## src/rtl/std_maskreg_pkg.sv

```systemverilog
// Shared definitions for the masked shared-register arbiter.
// Latency: n/a (types and constants only).
// Backpressure: n/a.
//
// Contents: operation encodings carried on req_op, FSM state encoding.
package std_maskreg_pkg;

    // Per-requester operation encoding (2 bits each on req_op).
    localparam logic [1:0] OP_WRITE = 2'b00;
    localparam logic [1:0] OP_SET   = 2'b01;
    localparam logic [1:0] OP_CLEAR = 2'b10;
    localparam logic [1:0] OP_READ  = 2'b11;

    // Arbitration state: open round-robin, or pinned to a lock owner.
    typedef enum logic {
        ST_IDLE   = 1'b0,
        ST_LOCKED = 1'b1
    } state_t;

endpackage

```

## src/rtl/std_dffber.sv

```systemverilog
// Bit-enable register with synchronous active-high reset to a parameterised value.
// Latency: 1 cycle from en/d to q.
// Backpressure: none; bits with en=0 hold their value.
//
// Ports: clk, reset (sync, active-high), en[WIDTH] per-bit load enable,
//        d[WIDTH] load data, q[WIDTH] stored value.
module std_dffber #(
    parameter int               WIDTH       = 1,
    parameter logic [WIDTH-1:0] RESET_VALUE = '0
) (
    input  logic             clk,
    input  logic             reset,
    input  logic [WIDTH-1:0] en,
    input  logic [WIDTH-1:0] d,
    output logic [WIDTH-1:0] q
);

    logic [WIDTH-1:0] q_q;
    logic [WIDTH-1:0] q_d;

    always_comb begin
        q_d = (en & d) | (~en & q_q);
    end

    always_ff @(posedge clk) begin
        if (reset) begin
            q_q <= RESET_VALUE;
        end else begin
            q_q <= q_d;
        end
    end

    assign q = q_q;

endmodule

```

## src/rtl/std_rr_arb.sv

```systemverilog
// Round-robin grant selection with an override that pins the grant to one index.
// Latency: purely combinational.
// Backpressure: grant is only a selection; the caller qualifies it with valid.
//
// Ports: valid[NUM_REQ] requests, ptr highest-priority index, force_en/force_idx
//        override, grant[NUM_REQ] one-hot (or zero), grant_idx binary index.
module std_rr_arb #(
    parameter  int NUM_REQ = 4,
    localparam int IDX_W   = $clog2(NUM_REQ)
) (
    input  logic [NUM_REQ-1:0] valid,
    input  logic [IDX_W-1:0]   ptr,
    input  logic               force_en,
    input  logic [IDX_W-1:0]   force_idx,
    output logic [NUM_REQ-1:0] grant,
    output logic [IDX_W-1:0]   grant_idx
);

    logic             found;
    logic [IDX_W-1:0] cidx;

    always_comb begin
        grant     = '0;
        grant_idx = '0;
        found     = 1'b0;
        cidx      = '0;
        if (force_en) begin
            // Locked: the owner's slot is offered whether or not it is asking.
            grant[force_idx] = 1'b1;
            grant_idx        = force_idx;
        end else begin
            // Scan upward from ptr with wrap-around; first valid wins.
            for (int i = 0; i < NUM_REQ; i++) begin
                cidx = IDX_W'((int'(ptr) + i) % NUM_REQ);
                if (!found && valid[cidx]) begin
                    found       = 1'b1;
                    grant[cidx] = 1'b1;
                    grant_idx   = cidx;
                end
            end
        end
    end

endmodule

```

## src/rtl/std_maskreg_arb.sv

```systemverilog
// Shared bit-enable register updated by NUM_REQ requesters via masked write/set/clear/read.
// Latency: handshake in cycle N -> q updated and resp_valid/resp_old presented in cycle N+1.
// Backpressure: req_ready grants one requester per cycle (round-robin, or lock owner only).
//
// Ports: clk, reset (sync, active-high); req_valid/req_ready/req_op/req_lock/req_mask/
//        req_data per requester (packed, requester 0 in the LSBs); resp_valid one-hot pulse,
//        resp_old pre-update value; q current register value.
module std_maskreg_arb #(
    parameter int                    NUM_REQ     = 4,
    parameter int                    DATA_WIDTH  = 64,
    parameter logic [DATA_WIDTH-1:0] RESET_VALUE = '0
) (
    input  logic                          clk,
    input  logic                          reset,
    input  logic [NUM_REQ-1:0]            req_valid,
    output logic [NUM_REQ-1:0]            req_ready,
    input  logic [2*NUM_REQ-1:0]          req_op,
    input  logic [NUM_REQ-1:0]            req_lock,
    input  logic [NUM_REQ*DATA_WIDTH-1:0] req_mask,
    input  logic [NUM_REQ*DATA_WIDTH-1:0] req_data,
    output logic [NUM_REQ-1:0]            resp_valid,
    output logic [DATA_WIDTH-1:0]         resp_old,
    output logic [DATA_WIDTH-1:0]         q
);

    import std_maskreg_pkg::*;

    localparam int IDX_W = $clog2(NUM_REQ);

    state_t                 state_q, state_d;
    logic [IDX_W-1:0]       owner_q, owner_d;
    logic [IDX_W-1:0]       rr_ptr_q, rr_ptr_d;
    logic [NUM_REQ-1:0]     resp_valid_q, resp_valid_d;
    logic [DATA_WIDTH-1:0]  resp_old_q, resp_old_d;

    logic                   arb_force_en;
    logic [IDX_W-1:0]       arb_force_idx;
    logic [NUM_REQ-1:0]     arb_grant;
    logic [IDX_W-1:0]       arb_idx;

    logic                   fire;
    logic [IDX_W-1:0]       next_ptr;
    logic [1:0]             g_op;
    logic                   g_lock;
    logic [DATA_WIDTH-1:0]  g_mask;
    logic [DATA_WIDTH-1:0]  g_data;
    logic [DATA_WIDTH-1:0]  reg_en;
    logic [DATA_WIDTH-1:0]  reg_d;

    std_rr_arb #(
        .NUM_REQ (NUM_REQ)
    ) u_arb (
        .valid     (req_valid),
        .ptr       (rr_ptr_q),
        .force_en  (arb_force_en),
        .force_idx (arb_force_idx),
        .grant     (arb_grant),
        .grant_idx (arb_idx)
    );

    // Output process: arbiter control and grant; nothing is granted during reset.
    always_comb begin
        arb_force_en  = (state_q == ST_LOCKED);
        arb_force_idx = owner_q;
        req_ready     = reset ? '0 : arb_grant;
        fire          = |(req_valid & req_ready);
    end

    // Fields of the granted requester.
    always_comb begin
        g_op     = req_op[int'(arb_idx)*2 +: 2];
        g_lock   = req_lock[arb_idx];
        g_mask   = req_mask[int'(arb_idx)*DATA_WIDTH +: DATA_WIDTH];
        g_data   = req_data[int'(arb_idx)*DATA_WIDTH +: DATA_WIDTH];
        next_ptr = (arb_idx == IDX_W'(NUM_REQ - 1)) ? '0 : arb_idx + IDX_W'(1);
    end

    // Op decode: set/clear use data as a second bit-select on top of mask.
    always_comb begin
        reg_en = '0;
        reg_d  = '0;
        if (fire) begin
            case (g_op)
                OP_WRITE: begin reg_en = g_mask;          reg_d = g_data; end
                OP_SET:   begin reg_en = g_mask & g_data; reg_d = '1;     end
                OP_CLEAR: begin reg_en = g_mask & g_data; reg_d = '0;     end
                default:  begin reg_en = '0;              reg_d = '0;     end
            endcase
        end
    end

    // Next-state process: lock tracking and round-robin pointer.
    always_comb begin
        state_d      = state_q;
        owner_d      = owner_q;
        rr_ptr_d     = rr_ptr_q;
        resp_valid_d = '0;
        resp_old_d   = resp_old_q;
        if (fire) begin
            resp_valid_d = req_valid & req_ready;
            resp_old_d   = q;
            if (g_lock) begin
                state_d = ST_LOCKED;
                owner_d = arb_idx;
                // Pointer only moves on the grant that opens a lock, never inside it.
                if (state_q == ST_IDLE) begin
                    rr_ptr_d = next_ptr;
                end
            end else begin
                state_d  = ST_IDLE;
                rr_ptr_d = next_ptr;
            end
        end
    end

    // State register process.
    always_ff @(posedge clk) begin
        if (reset) begin
            state_q      <= ST_IDLE;
            owner_q      <= '0;
            rr_ptr_q     <= '0;
            resp_valid_q <= '0;
            resp_old_q   <= '0;
        end else begin
            state_q      <= state_d;
            owner_q      <= owner_d;
            rr_ptr_q     <= rr_ptr_d;
            resp_valid_q <= resp_valid_d;
            resp_old_q   <= resp_old_d;
        end
    end

    std_dffber #(
        .WIDTH       (DATA_WIDTH),
        .RESET_VALUE (RESET_VALUE)
    ) u_reg (
        .clk   (clk),
        .reset (reset),
        .en    (reg_en),
        .d     (reg_d),
        .q     (q)
    );

    assign resp_valid = resp_valid_q;
    assign resp_old   = resp_old_q;

endmodule

```

## config.mk

```make
export PLATFORM = sky130hd
export DESIGN_NAME = std_maskreg_arb
export DESIGN_NICKNAME = d
export VERILOG_FILES = /design/src/rtl/std_maskreg_pkg.sv /design/src/rtl/std_dffber.sv /design/src/rtl/std_rr_arb.sv /design/src/rtl/std_maskreg_arb.sv
export SDC_FILE = /design/constraint.sdc
export NUM_CORES = 1
export LEC_CHECK = 0
export CAP_MARGIN = 20
export CORE_AREA = 2 2 259 261
export CTS_BUF_LIST = sky130_fd_sc_hd__clkbuf_8
export CTS_CLUSTER_SIZE = 8
export DETAILED_ROUTE_END_ITERATION = 7
export DIE_AREA = 0 0 261 263
export PLACE_DENSITY = 0.41
export SLEW_MARGIN = 20
export SYNTH_ARGS = -nofsm -noshare
export SYNTH_HDL_FRONTEND = slang
export SYNTH_HIERARCHICAL = 1
export SYNTH_SLANG_ARGS = --single-unit
export TNS_END_PERCENT = 1
```

## constraint.sdc

```tcl
create_clock -name clk -period 5.3 [get_ports clk]
set_input_delay 0.795 -clock clk [delete_from_list [all_inputs] [get_ports clk]]
set_output_delay 0.795 -clock clk [all_outputs]
set_load 0.01 [all_outputs]
```

==> results.ini <==
[status]
status=complete, no violations

[drt]
avgRoutedWirePerCell_um=20.86
first_iter_violations=462
detail_route.vias_per_cell=4.276
drtPass1Iterations=5
postRouteAntennaNets=0
drt-total-wl_um=52430
num_vias=10750
drcViolationCount=0

[logic_synthesis]
ys_seq_area_share_pct=27.39
synth-main-ff-cell=dfxtp_1
synth_most_common_cell=a21oi_1
syn_inst=1037
synth-seq-cells=137
synth_cell_types=32
synth_common_cells=a21oi_1, dfxtp_1, nand2_1
synth_warnings=6
syn_nets=1576
syn_avg_cell_area_um2=9.657
ys_top_cells_by_area=mux4_2, dfxtp_1, a21oi_1
synth-edff-count=0
synth_top_area_cell=mux4_2
async_flop_share_pct=0
syn-cell-area_mm2=0.01001
synth.top_cell.area_share_pct=30.13

[clock_tree]
clock_latency_ns=0.54
cts_hold_buf=0
clk_path_buf_depth=2
post-cts-setup-buffers=0
cts_tree=yes
clk_pin_slew_worst_paths_ns=0.08
cts_root_buffer=clkbuf_8
cts_made_buffers=17
cts_num_sinks=137
cts.htree.levels=4
post_cts_resized=0

[critical_path]
end_kind=primary output
crit_path_cell_trace=buf_4 -> inv_1 -> ha_1 -> mux2i_1 -> or3_1 -> a2111oi_4 -> a221o_1 -> nor2b_1 -> clkdlybuf4s50_1
crit_slowest_cell=clkdlybuf4s50_1
ff2ff_path_depth=15
cp-start-kind=register
worstPathArrival_ns=3.65
cpPeakStageDelay_ns=0.58
cp_data_required_time_ns=4.51
worstReg2RegStart=rr_ptr_q[1]$_SDFFE_PP0P_
cp_max_fo=11
r2r_slack_ns=0.92
critical_path_class=register to primary output

[job]
cap_violations=0

[final_layout]
multi_input_area_mm2=0.006785
nets=2175
drive_gt1_share_pct=12.26
nFillCells=6865
regArea_mm2=0.002743
layout-area-overhead-vs-synth_pct=79.45

[sta]
slew_violations=0
period_share_pct=83.79
finalCriticalPeriod_ns=4.441
finalSetupTns_ns=0
setup_viol=0
max-slew-margin-rel_pct=35.61
rsz0062_at_grt=no
fin_skew_ns=0.01364
fmax_mhz=225.2
finalWorstSetupSlack_ns=0.8593
finalHoldViolCount=0
tightest_slew_ns=0.9658

[grt]
track_usage_pct=14.85
grt_pass1_vias=11460
antenna_found_initial=4
grt.overflow.total=0
grt_pass1_wl_um=75000
grt_max_degree=79

[power_and_ir_drop]
p_leak_nw=5.665
p_per_area_mw_per_mm2=527.3
vdd_drop_max_uv=617.7

[place]
dpl.hpwl_um=41280
gp_congestion=0.8155
dpl_worst_slack_ns=0.4739
port_buffers=665

[floorplan]
die_w_um=261
num_rows=94
num_io_pins=666
initial_utilization_pct=15.26
dieArea_mm2=0.06864
core_area_mm2=0.06563
die_h_um=263

[hold_path]
whs_endpoint=resp_old[28]$_SDFFE_PP0P_
min_from=resp_old[28]$_SDFFE_PP0P_
hold_path_depth=2
worstHoldPathType=register to register

cells in the final DEF, fill, tap and decap left out, drive strengths merged, types with 3 or more instances in the layout:
cell type and n:
buf 21, a221o 5, inv 5, mux2i 70, o21ai 6, clkinv 6
a22oi 3, bufinv 3, ha 9, a21oi 194, nor2b 7, nand2 137
and2 4, nor2 134, clkbuf 20, nor3b 64, mux4 134, a22o 4
mux2 6, clkdlybuf4s50 664, dfxtp 137
area by class of cell:
class                           count  area share (%)
Antenna cell                        2         0.02785
Clock buffer                       20           1.532
Clock inverter                     11          0.8146
Inverter                            5          0.1044
Multi-Input combinational cell    790           37.76
Sequential cell                   137           15.26
Tap cell                          864           6.015
Timing Repair Buffer              685           38.49
worst max-delay path: cells and delay by family, from the launching register on:
kind	cells	cell delay (ns)
mux	1	0.12
simple gates	2	0.54
flops	1	0.31
buf+inv	3	0.85
fa+ha+maj	1	0.48
compound gates	2	0.80
per-layer routing:
metal  share of wire [%]  global-route usage (%)
met1                  38                   15.90
met2                  51                   27.27
met3                 8.4                   4.747
met4                 2.6                   4.868
met5               0.046                       0
how the worst max path moves through the flow:
| stage | startpoint | endpoint | slack [ns] | cells past startpoint |
|---|---|---|---|---|
| final | rr_ptr_q[1]$_SDFFE_PP0P_ | req_ready[1] | 0.86 | 9 |
| after global routing | rr_ptr_q[1]$_SDFFE_PP0P_ | req_ready[3] | 0.58 | 9 |
| after CTS | rr_ptr_q[1]$_SDFFE_PP0P_ | req_ready[2] | 0.77 | 9 |
| after detailed placement | req_valid[1] | register | 0.47 | 13 |
| after global placement | req_valid[3] | register | 0.59 | 13 |
| after floorplan | rr_ptr_q[0]$_SDFFE_PP0P_ | register | 0.72 | 20 |
report_power, final:
group	total [W]	internal, W	switching [W]
clock network	0.000980	0.000498	0.000482
logic	0.00737	0.00338	0.00399
registers	0.00113	0.00107	0.0000512
kinds of logic after synthesis:
logic type	share of synthesized area [%]
multiplexers	37.81
AO/OA/AOI/OAI	11.92
flip-flops	27.39
buffers and inverters	5.597
adder cells (fa/ha/maj)	1.124
AND/OR/NAND/NOR	16.17
metrics by stage:
step | utilization, % | cell area [um2] | power [W] | hold WS [ns] | std cells
after CTS | 27.38 | 17970 | 0.009685 | 0.4582 | 2512
final | 27.38 | 17970 | 0.009475 | 0.4545 | 2514
after global routing | 27.38 | 17970 | 0.01024 | 0.4720 | 2513
after global placement | 26.73 | 17540 | 0.008581 | 0.4432 | 2481
after floorplan | - | 10010 | 0.006345 | 0.4805 | 1037
after detailed placement | 26.73 | 17540 | 0.008631 | 0.4467 | 2481
No activity file was read; power rests on OpenSTA's default activity.
